### src/rtl/snake_pkg.sv
// Shared types and constants for the snake game body logic and its consumers.
package snake_pkg;

    localparam int COORD_W  = 4;
    localparam int MAX_LEN  = 50;
    localparam int INIT_LEN = 3;
    localparam int LEN_W    = 6;

    typedef enum logic [1:0] {
        UP    = 2'b00,
        DOWN  = 2'b01,
        LEFT  = 2'b10,
        RIGHT = 2'b11
    } dir_t;

    typedef struct packed {
        logic [COORD_W-1:0] x;
        logic [COORD_W-1:0] y;
    } coord_t;

    localparam coord_t INIT_HEAD = 8'h48;

    function automatic dir_t opposite(input dir_t d);
        case (d)
            UP:      return DOWN;
            DOWN:    return UP;
            LEFT:    return RIGHT;
            default: return LEFT;
        endcase
    endfunction

    // Initial snake lies on the head row, tail extending toward smaller x.
    function automatic coord_t init_entry(input int i);
        coord_t c;
        c.x = COORD_W'(int'(INIT_HEAD.x) - i);
        c.y = INIT_HEAD.y;
        return c;
    endfunction

endpackage

### src/rtl/snake_body_if.sv
// Body/apple link between the snake body (producer) and the apple generator.
interface snake_body_if;
    import snake_pkg::*;

    coord_t [MAX_LEN-1:0] body;
    logic                 goodColl;
    coord_t               apple_cord;

    modport master (output body, output goodColl, input apple_cord);
    modport slave  (input body, input goodColl, output apple_cord);

endinterface

### src/rtl/snake_next_head.sv
// Combinational next-head calculator; SNAKE_WRAP_EN makes the grid a torus.
module snake_next_head
    import snake_pkg::*;
(
    input  coord_t head,
    input  dir_t   dir,
    output coord_t next_head,
    output logic   wall
);

    logic at_edge;

    // 4-bit arithmetic wraps naturally; the edge flag decides whether that is legal.
    always_comb begin
        next_head = head;
        at_edge   = 1'b0;
        case (dir)
            UP: begin
                next_head.y = head.y - 1'b1;
                at_edge     = (head.y == '0);
            end
            DOWN: begin
                next_head.y = head.y + 1'b1;
                at_edge     = &head.y;
            end
            LEFT: begin
                next_head.x = head.x - 1'b1;
                at_edge     = (head.x == '0);
            end
            default: begin
                next_head.x = head.x + 1'b1;
                at_edge     = &head.x;
            end
        endcase
    end

`ifdef SNAKE_WRAP_EN
    assign wall = 1'b0;
`else
    assign wall = at_edge;
`endif

endmodule

### src/rtl/snake_body.sv
// Snake segment list, movement/growth, collision FSM and pixel flags.
// Optional SNAKE_WRAP_EN (in snake_next_head) replaces wall death with wrap-around.
module snake_body
    import snake_pkg::*;
(
    input  logic               clk,
    input  logic               reset,
    input  logic               step,
    input  logic [1:0]         dir,
    input  logic [COORD_W-1:0] x,
    input  logic [COORD_W-1:0] y,
    snake_body_if.master       bus,
    output logic [LEN_W-1:0]   length,
    output logic               badColl,
    output logic               head,
    output logic               snakeBody
);

    typedef enum logic {RUN, DEAD} state_t;

    state_t             state, next_state;
    dir_t               cur_dir, req_dir, accepted_dir;
    coord_t             nh, scan;
    logic               wall, grow, self_hit, body_hit, move, die;
    logic [LEN_W-1:0]   new_len;

    assign req_dir      = dir_t'(dir);
    assign accepted_dir = (req_dir == opposite(cur_dir)) ? cur_dir : req_dir;
    assign scan         = {x, y};

    snake_next_head u_next_head (
        .head      (bus.body[0]),
        .dir       (accepted_dir),
        .next_head (nh),
        .wall      (wall)
    );

    assign grow    = (nh == bus.apple_cord) && !wall;
    assign new_len = (grow && (int'(length) < MAX_LEN)) ? length + 1'b1 : length;

    // The tail vacates its cell on a plain move, so it only blocks when growing.
    always_comb begin
        self_hit = 1'b0;
        for (int i = 1; i < MAX_LEN; i++) begin
            if ((bus.body[i] == nh) &&
                ((i < int'(length) - 1) || (grow && (i == int'(length) - 1))))
                self_hit = 1'b1;
        end
    end

    always_comb begin
        body_hit = 1'b0;
        for (int i = 1; i < MAX_LEN; i++) begin
            if ((i < int'(length)) && (bus.body[i] == scan))
                body_hit = 1'b1;
        end
    end

    always_ff @(posedge clk or negedge reset) begin
        if (!reset)
            state <= RUN;
        else
            state <= next_state;
    end

    always_comb begin
        next_state = state;
        move       = 1'b0;
        die        = 1'b0;
        if ((state == RUN) && step) begin
            if (wall || self_hit) begin
                next_state = DEAD;
                die        = 1'b1;
            end else begin
                move = 1'b1;
            end
        end
    end

    // Unused tail slots track the head so downstream full-array compares stay harmless.
    always_ff @(posedge clk or negedge reset) begin
        if (!reset) begin
            cur_dir      <= RIGHT;
            length       <= LEN_W'(INIT_LEN);
            bus.goodColl <= 1'b0;
            badColl      <= 1'b0;
            head         <= 1'b0;
            snakeBody    <= 1'b0;
            for (int i = 0; i < MAX_LEN; i++)
                bus.body[i] <= (i < INIT_LEN) ? init_entry(i) : INIT_HEAD;
        end else begin
            bus.goodColl <= move && grow;
            if (die)
                badColl <= 1'b1;
            if ((state == RUN) && step)
                cur_dir <= accepted_dir;
            if (move) begin
                length      <= new_len;
                bus.body[0] <= nh;
                for (int i = 1; i < MAX_LEN; i++)
                    bus.body[i] <= (i < int'(new_len)) ? bus.body[i-1] : nh;
            end
            head      <= (scan == bus.body[0]);
            snakeBody <= body_hit;
        end
    end

endmodule

### src/flat_wrapper.sv
// flat-port wrapper written by rule: the top's interface ports become plain ports
module snake_body_flat import snake_pkg::*;
  (clk, reset, step, dir, x, y, length, badColl, head, snakeBody, bus_body, bus_goodColl, bus_apple_cord);
  snake_body_if bus_i ();
  input  logic clk;
  input  logic reset;
  input  logic step;
  input  logic [1:0] dir;
  input  logic [COORD_W-1:0] x;
  input  logic [COORD_W-1:0] y;
  output logic [LEN_W-1:0] length;
  output logic badColl;
  output logic head;
  output logic snakeBody;
  output wire logic [$bits(bus_i.body)-1:0] bus_body;
  output wire logic [$bits(bus_i.goodColl)-1:0] bus_goodColl;
  input wire logic [$bits(bus_i.apple_cord)-1:0] bus_apple_cord;
  assign bus_body = bus_i.body;
  assign bus_goodColl = bus_i.goodColl;
  assign bus_i.apple_cord = bus_apple_cord;
  snake_body u_core (.clk(clk), .reset(reset), .step(step), .dir(dir), .x(x), .y(y), .bus(bus_i), .length(length), .badColl(badColl), .head(head), .snakeBody(snakeBody));
endmodule
### config.mk
export PLATFORM = sky130hd
export DESIGN_NAME = snake_body_flat
export DESIGN_NICKNAME = d
export VERILOG_FILES = /design/src/rtl/snake_pkg.sv /design/src/rtl/snake_body_if.sv /design/src/rtl/snake_next_head.sv /design/src/rtl/snake_body.sv /design/src/flat_wrapper.sv
export SDC_FILE = /design/constraint.sdc
export NUM_CORES = 2
export LEC_CHECK = 0
export ABC_CLOCK_PERIOD_IN_PS = 8510
export BUFFER_PORTS_ARGS = -buffer_cell sky130_fd_sc_hd__buf_2
export CAP_MARGIN = 20
export CORE_MARGIN = 1
export CORE_UTILIZATION = 57
export DETAILED_ROUTE_END_ITERATION = 8
export PLACE_DENSITY = 0.78
export SYNTH_ARGS = -nofsm -noshare
export SYNTH_HDL_FRONTEND = slang
export SYNTH_SLANG_ARGS = --single-unit
### constraint.sdc
create_clock -name clk -period 8.51 [get_ports clk]
set_clock_uncertainty 0.1 [all_clocks]
set_input_delay 0.4255 -clock clk [delete_from_list [all_inputs] [get_ports clk]]
set_output_delay 0.4255 -clock clk [all_outputs]
set_load 0.005 [all_outputs]
==> out/qor.csv <==
stage;metric;value;unit
floorplanning;Die Y-Extent;250;um
synthesis;syn nets;3912;
clock_network;post-CTS sizing;0;
synthesis;library cells used by synthesis;97;
drt;routed wl met2;70700;um
synthesis;Mean Syn Cell Area;9.06;um2
setup_path;crit path capture type;flop;
cells_and_area;layout cells sized above 1;21.8;%
setup_path;CP delay by family, top;simple AND/OR/NAND/NOR gates;
outcome;status;completed;
place;Placed Area;38400;um2
power;NetSw;7.64;mW
setup_path;crit-path max FO;94;
drt;met3 wire length;24400;um
drt;routed vias/inst;7.18;
sta;RSZ-0062 raised after global routing;no;
setup_path;worst path required time;8870;ps
drt;max layer used;met5;
clock_network;clock sinks;412;
clock_network;H-Tree Depth;2;
synthesis;post-synthesis async set-or-reset flop share;100;%
drt;Detail Route Antenna Nets;0;
global_routing;initial antenna violation count;10;
drt;Remaining DRCs;0;
sta;Setup Viol. Count Final;0;
floorplanning;core area;60700;um2
cells_and_area;commonest non-fill, non-tap cells in the layout;xnor2_1, buf_2, xor2_1;
floorplanning;Die ar.;62700;um2
place;hpwl dp;119000;um
place;routability cong.;1.20;
setup_path;Critical Path, Cell by Cell;xor2_1, mux2i_2, or2_2, inv_1, fa_2, nand2b_1, nand2_2, buf_4, buf_4, xnor2_1, a2111oi_0, nand3_1, a211oi_1, a31oi_1, o2111ai_1, nor3_4, nand2_8, buf_12, mux2_1;
power;worst IR drop on VDD;0.817;mV
setup_path;startpoint types;flop;
setup_path;CP Buf/Inv Count;4;
place;# port buffers;430;
sta;Setup TNS;0;ps
clock_network;CTS tree;done;
cells_and_area;Design Area, Final;40100;um2
global_routing;GR Util All Layers;53.0;%
clock_network;CTS max path bufs;3;
power;Logic pwr share;59.7;%
synthesis;register bit total from synthesis;412;
power;Flop pwr share;25.0;%
synthesis;register area share after synthesis;29.7;%
power;Power Internal;7.11;mW
power;Leakage;18.2;nW
global_routing;pin count of the biggest net entering global routing;157;
floorplanning;chip width;250;um
floorplanning;initial core utilization;57.9;%
clock_network;worst-skew pair later-pin latency;620;ps
sta;minimum clock period;7340;ps
synthesis;area of the mapped netlist;35200;um2
floorplanning;number of top-level pins;431;
drt;DR pass1 iterations;7;
sta;Highest Clock Rate;136;MHz
floorplanning;num rows;90;
drt;Detailed Route WL;170000;um
synthesis;area leader, netlist;dfrtp_1;
sta;Fin. Hold Viols;0;
synthesis;Post-synth EDFFs;0;
hold_path;Hold Crit Class;input pin to async pin;
power;Total Power;14.7;mW
setup_path;CP arrival;7700;ps
setup_path;Worst path max stage delay;730;ps
setup_path;CP most frequent cell;buf_4;
sta;Final period util;86.2;%
setup_path;Slowest-stage cell, CP;a211oi_1;
sta;final count of pins violating max slew;0;
synthesis;Yosys top cell area share;21.9;%
clock_network;CTS buffer count;47;
synthesis;Post-synth top flop;dfrtp_1;
power;Sw Share;51.8;%
synthesis;Syn Inst Count;3880;
cells_and_area;commonest non-fill, non-tap cell in the layout;xnor2_1;
clock_network;root buffer cell;clkbuf_16;
power;clock share of power;15.3;%
sta;relative slew slack;17.3;%
cells_and_area;fin nets;4204;
sta;worst slew pin tran;1240;ps
flow_run;Max-cap violations;0;
synthesis;Synth area leaders;dfrtp_1, xnor2_1, mux2_1;
drt;Vias;35883;
clock_network;Clk pin slew, worst setup/hold paths;60;ps
global_routing;grt total ovfl;0;
power;pwr dens;367;nW/um2
global_routing;vias in the first global route;33677;
drt;Avg WL per Cell;34.0;um
drt;Starting DRT DRC Count;5654;
global_routing;first-pass GRT wire length;243000;um
setup_path;critical path class;flop to flop;
synthesis;YS warnings;0;
drt;met1 WL;60300;um
cells_and_area;area grow syn2layout;14.2;%
## Yosys cell counts, drive strengths merged, types with 89 or more instances
| library cell | count |
|---|---|
| a21oi | 195 |
| a31oi | 89 |
| buf | 149 |
| clkbuf | 191 |
| dfrtp | 307 |
| dfstp | 105 |
| mux2 | 353 |
| mux2i | 122 |
| nand2 | 278 |
| nand4 | 111 |
| nor2 | 150 |
| nor4 | 100 |
| o21ai | 266 |
| xnor2 | 578 |
| xor2 | 320 |
## per-stage QoR
| step | utilization [%] | worst slack (ps) | hold WS (ps) | std cells |
|---|---|---|---|---|
| after CTS | 66.1 | 1500 | 315 | 4987 |
| after floorplan | - | 2050 | 29.9 | 3880 |
| after global placement | 63.2 | 1630 | 346 | 4895 |
| after global routing | 66.1 | 1190 | 380 | 4992 |
| final | 66.1 | 1170 | 318 | 4997 |
| after detailed placement | 63.3 | 1530 | 353 | 4898 |
## cells by family after synthesis
family | Yosys count | share of synthesized area, %
xor gates and xnor gates | 921 | 24.0
and+or+nand+nor | 921 | 13.3
AOI/OAI and AO/OA | 763 | 13.3
muxes | 475 | 14.8
DFF | 412 | 29.7
buffers and inverters | 377 | 4.41
adders and majority gates | 11 | 0.413
## state kept, by name (all words and copies together), names as in the netlist
signal               cells
u_core.cur_dir           2
u_core.bus.goodColl      1
u_core.badColl           1
u_core.bus.body        400
u_core.head              1
u_core.length            6
u_core.snakeBody         1
## cell type report
cell class / instances / area [um2]
clock buffer: 71 / 1440
fill: 4853 / 20600
antenna: 5 / 12.5
sequential: 412 / 10500
multi-input combinational: 3091 / 23400
inverter: 37 / 139
tap: 782 / 978
timing repair buffer: 583 / 3490
clock inverter: 16 / 246
## worst paths after layout
check / startpoint / end / slack [ps] / depth (start not counted)
max in group asynchronous: reset / u_core.bus.body[153] / 5920 / 4
setup reg to reg: u_core.cur_dir[1] / u_core.bus.body[135] / 1170 / 19
setup / recovery: u_core.cur_dir[1] / u_core.bus.body[135] / 1170 / 19
hold / removal: reset / u_core.bus.body[364] / 320 / 2
min in group clk: dir[0] / u_core.cur_dir[0] / 350 / 3
hold reg to reg: u_core.badColl / u_core.badColl / 370 / 1
## power by group through the flow
stage               Sequential [mW]  Combinational, mW  Clock (mW)
detailed placement             3.64               8.30           0
global route                   3.70               9.06        2.32
finish                         3.68               8.80        2.26
floorplan                      3.18               5.40           0
CTS                            3.61               8.37        2.26
global placement               3.63               8.12           0
## what timing repair did
item                                   CTS  global route
endpoints found under the hold margin   58             0
setup buffers                            0             0
hold buffers                             2             0
## routing by layer
metal  GRT usage, %  vias to the layer above
li1               -                    14410
met1           66.2                    17290
met2           76.9                     3244
met3           18.0                      929
met4           37.1                       10
met5              0                        -
## worst register-to-register path: cells and delay by family, from the launching register on
| family | cells | cell delay, ps |
|---|---|---|
| simple gates | 6 | 1690 |
| compound gates | 4 | 1580 |
| mux | 2 | 1240 |
| buf+inv | 4 | 1160 |
| xor+xnor | 2 | 320 |
| flops | 1 | 560 |
| fa+ha+maj | 1 | 550 |
Power figures use the tool's default switching activity.
